**src/rtl/stepper_move_ctrl.sv**
```systemverilog
// stepper_move_ctrl: trapezoidal step sequencer with abort decel.
// cmd_* handshake in, step_pulse/step_dir/step_half/pos/speed_sps out.
module stepper_move_ctrl #(
  parameter int unsigned CLK_HZ  = 125_000_000,
  parameter int unsigned MIN_SPS = 100,
  parameter int unsigned MAX_SPS = 600,
  parameter int unsigned ACC_SPS = 50,
  parameter int unsigned STEP_W  = 16,
  parameter int unsigned POS_W   = 24
) (
  input  logic              clk,
  input  logic              rst_n,
  input  logic              cmd_valid,
  output logic              cmd_ready,
  input  logic [STEP_W-1:0] cmd_steps,
  input  logic              cmd_dir,
  input  logic              cmd_half,
  input  logic              abort,
  output logic              step_pulse,
  output logic              step_dir,
  output logic              step_half,
  output logic              busy,
  output logic              done,
  output logic [POS_W-1:0]  pos,
  output logic [31:0]       speed_sps
);

  localparam int unsigned RMAX =
    (MAX_SPS - MIN_SPS) / ACC_SPS;
  localparam int unsigned R_W =
    (RMAX < 2) ? 2 : $clog2(RMAX + 1);

  localparam logic [R_W-1:0]    RMAX_R   = R_W'(RMAX);
  localparam logic [R_W-1:0]    R_ONE    = R_W'(1);
  localparam logic [STEP_W-1:0] STEP_ONE = STEP_W'(1);
  localparam logic [POS_W-1:0]  POS_ONE  = POS_W'(1);
  localparam logic [31:0]       CLK_32   = CLK_HZ;
  localparam logic [32:0]       CLK_33   = {1'b0, CLK_32};
  localparam logic [31:0]       MIN_32   = MIN_SPS;
  localparam logic [31:0]       ACC_32   = ACC_SPS;

  typedef enum logic [1:0] {
    IDLE,
    RUN,
    STOP
  } state_t;

  state_t            state, state_n;
  logic [31:0]       acc, acc_n;
  logic [R_W-1:0]    r, r_n;
  logic [STEP_W-1:0] rem, rem_n;
  logic [POS_W-1:0]  pos_n;
  logic              dir_n, half_n;
  logic              pulse_n, done_n;

  logic [31:0]       sps;
  logic [32:0]       sum;
  logic [STEP_W-1:0] rem_dec;
  logic              stop_mode;
  logic              fin;

  assign sps     = MIN_32 + ACC_32 * 32'(r);
  assign sum     = {1'b0, acc} + {1'b0, sps};
  assign rem_dec = rem - STEP_ONE;

  assign cmd_ready = (state == IDLE);
  assign busy      = !cmd_ready;
  assign speed_sps = busy ? sps : '0;

  always_ff @(posedge clk or negedge rst_n) begin
    if (!rst_n) begin
      state      <= IDLE;
      acc        <= '0;
      r          <= '0;
      rem        <= '0;
      pos        <= '0;
      step_dir   <= 1'b0;
      step_half  <= 1'b0;
      step_pulse <= 1'b0;
      done       <= 1'b0;
    end else begin
      state      <= state_n;
      acc        <= acc_n;
      r          <= r_n;
      rem        <= rem_n;
      pos        <= pos_n;
      step_dir   <= dir_n;
      step_half  <= half_n;
      step_pulse <= pulse_n;
      done       <= done_n;
    end
  end

  always_comb begin
    state_n   = state;
    acc_n     = acc;
    r_n       = r;
    rem_n     = rem;
    pos_n     = pos;
    dir_n     = step_dir;
    half_n    = step_half;
    pulse_n   = 1'b0;
    done_n    = 1'b0;
    stop_mode = 1'b0;
    fin       = 1'b0;
    unique case (state)
      IDLE: begin
        if (cmd_valid) begin
          dir_n  = cmd_dir;
          half_n = cmd_half;
          rem_n  = cmd_steps;
          acc_n  = '0;
          r_n    = '0;
          if (cmd_steps == '0) begin
            done_n = 1'b1;
          end else begin
            state_n = RUN;
          end
        end
      end
      RUN, STOP: begin
        // an abort seen on a step edge already decels that step
        stop_mode = (state == STOP) || abort;
        if (state == RUN && abort) begin
          state_n = STOP;
        end
        if (sum >= CLK_33) begin
          // wrap of the low word is exact since sum < 2*CLK_HZ
          acc_n   = sum[31:0] - CLK_32;
          pulse_n = 1'b1;
          rem_n   = rem_dec;
          pos_n   = step_dir ? pos + POS_ONE
                             : pos - POS_ONE;
          if (rem_dec == '0) begin
            fin = 1'b1;
          end else if (stop_mode) begin
            if (r == '0) begin
              fin = 1'b1;
            end else begin
              r_n = r - R_ONE;
            end
          end else if (32'(rem_dec) <= 32'(r)) begin
            r_n = r - R_ONE;
          end else if (r < RMAX_R) begin
            r_n = r + R_ONE;
          end
          if (fin) begin
            done_n  = 1'b1;
            state_n = IDLE;
            r_n     = '0;
          end
        end else begin
          acc_n = sum[31:0];
        end
      end
      default: begin
        state_n = IDLE;
      end
    endcase
  end

endmodule

```
**config.mk**
```make
export PLATFORM = sky130hd
export DESIGN_NAME = stepper_move_ctrl
export DESIGN_NICKNAME = d
export VERILOG_FILES = /design/src/rtl/stepper_move_ctrl.sv
export SDC_FILE = /design/constraint.sdc
export NUM_CORES = 1
export LEC_CHECK = 0
export BUFFER_PORTS_ARGS = -buffer_cell sky130_fd_sc_hd__buf_2
export CAP_MARGIN = 25
export CORE_AREA = 2 2 170 172
export CTS_CLUSTER_SIZE = 25
export DETAILED_ROUTE_END_ITERATION = 8
export DIE_AREA = 0 0 172 174
export HOLD_SLACK_MARGIN = 0.1
export PLACE_DENSITY = 0.49
export SYNTH_ARGS = -nofsm -noshare
export SYNTH_HDL_FRONTEND = slang
export SYNTH_SLANG_ARGS = --single-unit
export TNS_END_PERCENT = 10
```
**constraint.sdc**
```tcl
create_clock -name clk -period 14.25 [get_ports clk]
set_input_delay 2.85 -clock clk [delete_from_list [all_inputs] [get_ports clk]]
set_output_delay 2.85 -clock clk [all_outputs]
set_load 0.005 [all_outputs]
```
Yosys cells after proc, flatten, opt, wreduce, memory -nomap -nowiden
Cells that the tools add are included.
{"block": "classes", "addsub": 8, "mul": 1, "n_lt_le_gt_ge": 3, "eq_ne": 8, "n_mux": 35, "n_reduce_logical": 15}
{"operator": "two-way mux 32 bit", "n": 2}
{"operator": "one-hot mux 32 bit (2 select lines)", "n": 1}
{"operator": "adder 32 x 11 -> 33 bit", "n": 1}
{"operator": "greater-or-equal comparator 33 x 27 -> 1 bit (second input constant)", "n": 1}
{"operator": "zero test 16 bit", "n": 2}
{"operator": "two-way mux 16 bit", "n": 2}
{"operator": "two-way mux 4 bit", "n": 8}
{"operator": "one-hot mux 16 bit (2 select lines)", "n": 1}
{"operator": "subtractor 32 x 27 -> 32 bit (second input constant)", "n": 1}
{"operator": "adder 24 x 1 -> 24 bit (second input constant)", "n": 1}
{"operator": "two-way mux 24 bit", "n": 1}
{"operator": "subtractor 24 x 1 -> 24 bit (second input constant)", "n": 1}
{"operator": "less-or-equal comparator 16 x 4 -> 1 bit", "n": 1}
{"operator": "subtractor 16 x 1 -> 16 bit (second input constant)", "n": 1}
{"operator": "adder 7 x 10 -> 11 bit (first input constant)", "n": 1}
{"operator": "two-way mux 1 bit", "n": 11}
{"operator": "two-way mux 11 bit", "n": 1}
{"operator": "two-way mux 2 bit", "n": 5}
{"operator": "multiplier 5 x 4 -> 9 bit (first input constant)", "n": 1}
{"operator": "one-hot mux 4 bit (2 select lines)", "n": 1}
{"operator": "AND reduction 2 bit", "n": 4}
{"operator": "!= test 2 bit (second input constant)", "n": 3}
{"operator": "AND reduction 6 bit", "n": 1}
{"operator": "!= test 5 bit (second input constant)", "n": 1}
{"operator": "other kinds (17)", "n": 17}
{"block": "word_totals", "ff_bits": 82, "in_bits": 22, "output_inout_bits": 62, "word_cells": 79}

Logic depth before layout (Yosys ltp)
Gate-level depths: netlist of run 1.
{"block": "depth", "word_depth": 9, "mapped_depth": 25, "ltp_nobuf": 22}

Worst setup path after synthesis of run 1
No wires, ideal clock.
{"block": "synth_path", "path_type": "reg-to-reg", "start": "reg r[1]", "end": "reg acc[17]", "setup_ps": 129, "arrival_time_ps": 5384, "required_time_ps": 14121, "slack_ps": 8737, "stages_incl_launch_ff": 23, "n_path_buf": 2, "period_less_slack_ps": 5513, "cell_sequence": "dfrtp_1 -> inv_1 -> ha_1 -> buf_6 -> xor2_1 -> ha_1 -> a21oi_1 -> xnor2_1 -> or3b_2 -> xnor2_1 -> ha_1 -> o21ai_0 -> a21oi_1 -> a22o_2 -> buf_4 -> nand2_2 -> xor2_1 -> o31ai_1 -> o2111a_2 -> a21oi_4 -> or4_4 -> and4b_1 -> a2111o_1"}
{"block": "synth_between", "elab_chain_cells": 6, "word_cells_on_any_way": 7, "classes_between": "add/sub (3); mul (1); order compare (1); mux (2)"}
{"element": "start: declaration", "line": "50", "rtl": "logic [R_W-1:0] r, r_n;"}
{"element": "start signal: assignment", "line": "84", "rtl": "r <= r_n;"}
{"element": "multiplier 5 x 4 -> 9 bit *", "line": "62", "rtl": "assign sps = MIN_32 + ACC_32 * 32'(r);"}
{"element": "adder 7 x 10 -> 11 bit *", "line": "62"}
{"element": "adder 32 x 11 -> 33 bit *", "line": "63", "rtl": "assign sum = {1'b0, acc} + {1'b0, sps};"}
{"element": "subtractor 32 x 27 -> 32 bit or greater-or-equal comparator 33 x 27 -> 1 bit (tied branches)", "line": "129, 127"}
{"element": "two-way mux 32 bit *", "line": "127", "rtl": "if (sum >= CLK_33) begin"}
{"element": "one-hot mux 32 bit (2 select lines) *", "line": "106", "rtl": "unique case (state)"}
{"element": "end signal: assignment", "line": "83", "rtl": "acc <= acc_n;"}
{"element": "end: declaration", "line": "49", "rtl": "logic [31:0] acc, acc_n;"}
Every way passes the cells marked *; elsewhere a longest branch is shown, timed or not.
A chain may end at the register's enable or synchronous reset.

Worst setup path in the final report of run 1
{"block": "layout_path", "start": "reg r[1]", "end": "reg acc[16]"}
The elaborated chain is that of the path after synthesis.

==> metrics, run 1 <==
status finished clean; EDFF count, synth 0; Post-Syn Instances 1065; # clock sinks 81; combinational share of power 71.9%; Int Power 0.00121 W; die area 0.0299 mm^2; DRC Markers 0; post-CTS sizing 0; fraction of layout instances using a drive strength above 1 12.3%; die width 172 um; final core occ roughly a third; Data required, critical path 14.47 ns; library cells used by synthesis 101; fin crit share ~47%; CP Class flop to flop; vias in the first global route 7509; remaining global-route overflow 0; first-pass GRT wire length 39.7 mm; Layout Skew 0.0111 ns; max-cap viol count 0; Detailed Route WL between 20 and 25 mm; Fmax achieved roughly 0.15 GHz; Slew @ Worst Pin approximately 0.89 ns; Syn-to-layout area delta 9.65%; synth top area cells dfrtp_1 (24%), ha_1 (8.8%), nand2_1 (5.3%); initial antenna violation count 0; largest area contributor in the synthesized netlist dfrtp_1; Peak VDD IR 110 uV; ys async rst share 100%; area of the multi-input gates ~0.0058 mm^2; CP Cell Sequence inv_1, ha_1, xor2_1, ha_1, a21oi_1, xnor2_1, or3b_2, xnor2_1, ha_1, o21ai_0, a21oi_1, a22o_2, nand4_1, xor2_1, a21boi_1, o2111ai_4, a21oi_4, a221oi_1, a221oi_1, o211ai_1; final worst setup slack roughly 7.6 ns; HP Class flop to flop; Critical Path AT 6.89 ns; ANT cells 0; commonest non-fill, non-tap cell in the layout nand2_1; HP Start acc[4]; nature of the critical path startpoint flop; CTS tree built; clock share of power between 9 and 10%; setup TNS 0 ns; CTS Hold Buffers Added 0; 1st-pass router iterations 5; Worst Path Buf+Inv 1; LEAKAGE 3.86 nW; I/O pin count 84; min Tclk post-route 6.67 ns; Slew headroom 40.3%; post-route ant nets 0; switching share of power 53.4%; mean post-synth cell area between 7 and 8 um^2; Root Driver clkbuf_16; top_reg_cell synth dfrtp_1; Place WS 7.67 ns; post-synth top area share 24.3%; cell mode on critical path ha_1; reg2reg start r[1]; clk slew on worst S/H paths around 0.07 ns; Final Hold Fails 0; crit-path leading delay family compound AO/OA/AOI/OAI gates; Reg area 0.00203 mm^2; Non-Filler Instances about 1500; core footprint roughly 0.028 mm^2; Die Y 174 um; buffers inserted by post-CTS timing repair 0; final setup violating endpoints 0; synthesized flop and latch total 81; number of port buffers between 60 and 70; CP endpoint kind flop; Seq/Total Area, Yosys around 24%; num rows 62; pwr dens ~280 mW/mm^2; yosys warns 0; Final GP Congestion 0.853; Starting Density between 20 and 30%; total CTS buffers 9; Worst Setup SP r[1]; Psw 0.00139 W; HPWL after detailed placement 17.4 mm; RSZ-0062 raised after global routing no; via count 7891; Synth Cell Area 0.00835 mm^2; final-report max-slew violation count 0; register share of total power 18.4%; per-cell routed wire length approximately 16 um; Worst Path Max Fanout 26; Final Net Count 1167; peak per-stage delay on the critical path slightly below 0.8 ns; fillcell total just over 3000; largest net degree at the start of global routing 57; H-tree depth 3; worst skew pair latency 0.35 ns; Slowest-stage cell, CP a21oi_4; DP Cell Count 1457; commonest non-fill, non-tap cells in the layout nand2_1 (118), dfrtp_1 (81), nor2_1 (76), o21ai_0 (68), a21oi_1 (65); Vias/cell 5.36; GR Util All Layers 16.4%; CTS Buffer Depth 2; Starting DRT DRC Count 565
## synthesized netlist by cell type, drive strengths merged, types with 18 or more instances
| cell type | instances |
|---|---|
| ha | 59 |
| buf | 41 |
| clkbuf | 41 |
| nor3 | 37 |
| a21oi | 67 |
| o21ai | 76 |
| nor4 | 23 |
| inv | 38 |
| xnor2 | 26 |
| dfrtp | 81 |
| nand3 | 53 |
| nand4 | 23 |
| nand2 | 119 |
| xor2 | 30 |
| and2 | 18 |
| nor2 | 77 |
## layer usage
metal	wire [um]	GRT usage (%)	vias up	part of all wire, %
met5	0	0	-	0
met4	435	4.94	0	1.8
met3	1040	2.37	25	4.3
met2	11000	25.5	197	46
met1	11600	23.4	3744	48
li1	-	-	3925	-
## final timing paths
kind | depth (start not counted) | to | slack [ns]
max | 20 | acc[16] | 7.58
min | 2 | acc[4] | 0.48
max reg2reg | 20 | acc[16] | 7.58
min reg2reg | 2 | acc[4] | 0.48
max in group asynchronous | 2 | acc[17] | 10.75
min in group asynchronous | 1 | pos[7] | 2.40
## stage by stage
step	hold slack [ns]	power (W)	area, um^2
2_1_floorplan	0.445	0.00189	8430
3_3_place_gp	0.459	0.00234	8850
6_report	0.477	0.00260	9150
5_1_grt	0.515	0.00287	9150
3_5_place_dp	0.468	0.00235	8850
4_1_cts	0.481	0.00262	9150
## worst register-to-register path, delay by kind of cell (launching register included)
family          cells  cell delay (ns)
compound gates     10             3.23
xor+xnor            4             0.92
fa+ha+maj           3             1.10
flops               1             0.45
simple gates        2             0.66
buf+inv             1             0.20
## cell families (layout without fill, tap and decap cells)
logic type               after synthesis  after routing  synth area share (%)
multiplexers                          23             23                  2.92
buffers and inverters                123            125                  7.02
flip-flops                            81             81                  24.3
adder cells (fa/ha/maj)               64             64                  9.70
XOR/XNOR                              56             56                  5.88
AO/OA/AOI/OAI                        299            299                  25.1
AND/OR/NAND/NOR                      418            418                  25.0
other                                  1             22                0.0449
## cell type report
class	count	share of cell area, %
Tap cell	384	5.25
Timing Repair Buffer	69	4.02
Sequential cell	81	22.1
Inverter	41	1.68
Multi-Input combinational cell	882	63.6
Clock buffer	10	2.61
Clock inverter	5	0.697
## state kept, by name, indices dropped and copies added (netlist names)
signal      cells
acc            31
pos            24
rem            16
r               4
state           2
done            1
step_dir        1
step_half       1
step_pulse      1
## power by group through the flow
stage | Clock, W | Combinational (W) | Sequential, W
floorplan | 0 | 0.00147 | 0.000420
global placement | 0 | 0.00186 | 0.000482
detailed placement | 0 | 0.00187 | 0.000481
CTS | 0.000259 | 0.00188 | 0.000479
global route | 0.000269 | 0.00211 | 0.000499
finish | 0.000253 | 0.00187 | 0.000479
(Power assumes the default switching activity.)
==> run 2, diff against run 1 <==
--- a/config.mk
+++ b/config.mk
@@ -5,14 +5,15 @@
 export SDC_FILE = /design/constraint.sdc
 export NUM_CORES = 1
 export LEC_CHECK = 0
+export ABC_AREA = 1
 export BUFFER_PORTS_ARGS = -buffer_cell sky130_fd_sc_hd__buf_2
 export CAP_MARGIN = 25
-export CORE_AREA = 2 2 170 172
+export CORE_AREA = 2 2 172 174
 export CTS_CLUSTER_SIZE = 25
 export DETAILED_ROUTE_END_ITERATION = 8
-export DIE_AREA = 0 0 172 174
+export DIE_AREA = 0 0 174 176
 export HOLD_SLACK_MARGIN = 0.1
-export PLACE_DENSITY = 0.49
+export PLACE_DENSITY = 0.5
 export SYNTH_ARGS = -nofsm -noshare
 export SYNTH_HDL_FRONTEND = slang
 export SYNTH_SLANG_ARGS = --single-unit
==> constraint.sdc (replaced) <==
create_clock -name clk -period 5.7 [get_ports clk]
set_input_delay 1.14 -clock clk [delete_from_list [all_inputs] [get_ports clk]]
set_output_delay 1.14 -clock clk [all_outputs]
set_load 0.005 [all_outputs]
==> run 2 against run 1 <==
Effect of this change:
- critical path type unchanged
- sequential power is 140% higher
- largest cell class unchanged
- combinational power grew to 2.6 times the previous value
- sequential cell count stayed put
==> metrics, run 2 <==
status finished clean (unchanged); core footprint 0.0285 mm^2 (was 0.0282 mm^2); Starting Density 29.8% (was 29.6%); Critical Path AT 5.41 ns (was 6.89 ns); Largest regs acc x31, pos x24, rem x16 (unchanged); fin crit share 91.7% (was 46.8%); number of port buffers 61 (unchanged); nature of the critical path startpoint flop (unchanged); ANT cells 0 (unchanged); largest register by flop count acc (unchanged); CP endpoint kind flop (unchanged); DRC Markers 0 (unchanged); final setup violating endpoints 0 (unchanged); H-tree depth 3 (unchanged); pwr dens 691 mW/mm^2 (was 284 mW/mm^2); Worst Path Max Fanout 23 (was 26); Fin Hold WS 0.493 ns (was 0.477 ns); die width 174 um (was 172 um); HP Class flop to flop (unchanged); largest net degree at the start of global routing 54 (was 57); Fmax achieved 0.191 GHz (was 0.150 GHz); fillcell total 3175 (was 3091); Detailed Route WL 26.1 mm (was 24.1 mm); post-route ant nets 0 (unchanged); FF-to-FF setup slack 0.47 ns (was 7.58 ns); Data required, critical path 5.88 ns (was 14.47 ns); final worst setup slack 0.474 ns (was 7.58 ns); Slew @ Worst Pin 0.922 ns (was 0.894 ns); Die Y 176 um (was 174 um); Synth Cell Area 0.00850 mm^2 (was 0.00835 mm^2); commonest cells in the netlist nand2_1 (426), inv_1 (149), nor2_1 (122) (was nand2_1 (118), dfrtp_1 (81), nor2_1 (77)); commonest non-fill, non-tap cell in the layout nand2_1 (unchanged); Place WS 0.136 ns (was 7.67 ns); # clock sinks 81 (unchanged); total CTS buffers 9 (unchanged); Final Hold Fails 0 (unchanged); vias in the first global route 8215 (was 7509); Seq/Total Area, Yosys 23.8% (was 24.3%); yosys warns 0 (unchanged); Layout Skew 0.0166 ns (was 0.0111 ns); met1 WL 12.3 mm (was 11.6 mm); top_reg_cell synth dfrtp_1 (unchanged); Final Net Count 1480 (was 1167); Starting DRT DRC Count 565 (unchanged); final-report max-slew violation count 0 (unchanged); commonest non-fill, non-tap cells in the layout nand2_1 (425), inv_1 (147), nor2_1 (122), nand3_1 (117), dfrtp_1 (79) (was nand2_1 (118), dfrtp_1 (81), nor2_1 (76), o21ai_0 (68), a21oi_1 (65)); Met3 Wirelength 992 um (was 1.04 mm); CTS tree built (unchanged); routed wire length on met2 12.3 mm (was 11.0 mm); CP Class flop to flop (unchanged); mean post-synth cell area 6.37 um^2 (was 7.84 um^2); I/O pin count 84 (unchanged); largest area contributor in the synthesized netlist dfrtp_1 (unchanged); first-pass GRT wire length 42.6 mm (was 39.7 mm); RSZ-0062 raised after global routing no (unchanged); LEAKAGE 4.88 nW (was 3.86 nW); 1st-pass router iterations 5 (unchanged); Syn-to-layout area delta 11.8% (was 9.65%); num rows 62 (unchanged); EDFF count, synth 0 (unchanged); fin area 0.00950 mm^2 (was 0.00915 mm^2); per-cell routed wire length 14.6 um (was 16.4 um); Slew headroom 38.3% (was 40.3%); via count 8551 (was 7891); HPWL after detailed placement 20.7 mm (was 17.4 mm); min Tclk post-route 5.23 ns (was 6.67 ns); most common cell in the netlist nand2_1 (unchanged); Vias/cell 4.79 (was 5.36); Root Driver clkbuf_16 (unchanged); Largest register FFs 31 (unchanged); setup TNS 0 ns (unchanged); initial antenna violation count 0 (unchanged); Post-Syn Instances 1334 (was 1065); ys async rst share 100% (unchanged); Area after DPL 0.00917 mm^2 (was 0.00885 mm^2); post-synth top area share 23.8% (was 24.3%); max-cap viol count 0 (unchanged); CTS Buffer Depth 2 (unchanged); GR Util All Layers 17.2% (was 16.4%); remaining global-route overflow 0 (unchanged); worst skew pair latency 0.35 ns (about the same); die area 0.0306 mm^2 (was 0.0299 mm^2); synth top area cells dfrtp_1 (24%), nand2_1 (19%), ha_1 (8.7%) (was dfrtp_1 (24%), ha_1 (8.8%), nand2_1 (5.3%)); top routing layer in use met4 (unchanged); synthesized flop and latch total 81 (unchanged); clk slew on worst S/H paths 0.07 ns (about the same); library cells used by synthesis 52 (was 101); fraction of layout instances using a drive strength above 1 10.8% (was 12.3%); Final GP Congestion 0.925 (was 0.853); Peak VDD IR 329 uV (was 110 uV)
## run 2: cell type report
| class | count | area, um^2 | share of cell area (%) |
|---|---|---|---|
| multi-input combinational | 1073 | 5660 | 59.6 |
| sequential | 81 | 2030 | 21.4 |
| inverter | 157 | 594 | 6.25 |
| tap | 384 | 480 | 5.06 |
| timing repair buffer | 75 | 438 | 4.61 |
| clock buffer | 10 | 229 | 2.41 |
| clock inverter | 6 | 67.6 | 0.711 |
## run 2: worst max-delay path, cell delays in order, from the launching register on
cell	delay, ns
dfrtp_2	0.42
inv_4	0.08
ha_1	0.38
nor2_1	0.15
nor2_1	0.07
ha_1	0.18
nor2_1	0.17
xor2_1	0.26
nand3b_1	0.16
xor2_1	0.21
inv_1	0.08
ha_1	0.35
nand2_1	0.13
nor2_1	0.26
nand2_1	0.12
inv_1	0.06
nand2_1	0.06
nand2_1	0.15
a21oi_1	0.08
nor2_1	0.45
nand4_1	0.27
a21oi_4	0.27
nand2_4	0.22
buf_12	0.23
nand2_1	0.06
nand2_1	0.05
nand2_1	0.06
o21ai_0	0.07
## run 2: routing by layer
metal,GRT usage [%],vias up
met5,0,-
met3,2.02,21
met2,30.0,187
li1,-,4412
met4,4.45,0
met1,22.7,3931
## run 2: kinds of logic (layout without fill, tap and decap cells)
| logic type | Yosys count | count (layout) | synth area share, % |
|---|---|---|---|
| DFF | 81 | 81 | 23.8 |
| adders and majority gates | 61 | 61 | 9.16 |
| and+or+nand+nor | 770 | 770 | 39.7 |
| buffers and inverters | 201 | 248 | 10.6 |
| other | 1 | 22 | 0.0441 |
| AOI/OAI and AO/OA | 163 | 163 | 10.7 |
| xor gates and xnor gates | 56 | 56 | 5.95 |
| muxes | 1 | 1 | 0.132 |
## run 2: power by group
| part | switching, W | internal, W |
|---|---|---|
| combinational | 0.00312 | 0.00168 |
| clock | 0.000278 | 0.000343 |
| sequential | 0.000278 | 0.000862 |
## run 2: stage by stage
stage	instances	power, W	util [%]
2_1_floorplan	1355	0.00466	-
3_3_place_gp	1767	0.00593	32.1
3_5_place_dp	1767	0.00594	32.1
4_1_cts	1783	0.00660	33.2
5_1_grt	1786	0.00731	33.3
6_report	1786	0.00656	33.3
## run 2: timing repair
item	CTS	global route
hold buffers	0	0
endpoints found under the hold margin	0	0
gates resized for setup	0	7
setup endpoints to repair	0	74
setup buffers	0	3
## run 2: final timing paths
path,depth (start not counted),to,start
min in group asynchronous,1,pos[13],rst_n
hold reg to reg,2,acc[1],acc[1]
setup reg to reg,27,acc[12],r[1]
hold / removal,2,acc[1],acc[1]
max in group asynchronous,2,r[2],rst_n
setup / recovery,27,acc[12],r[1]
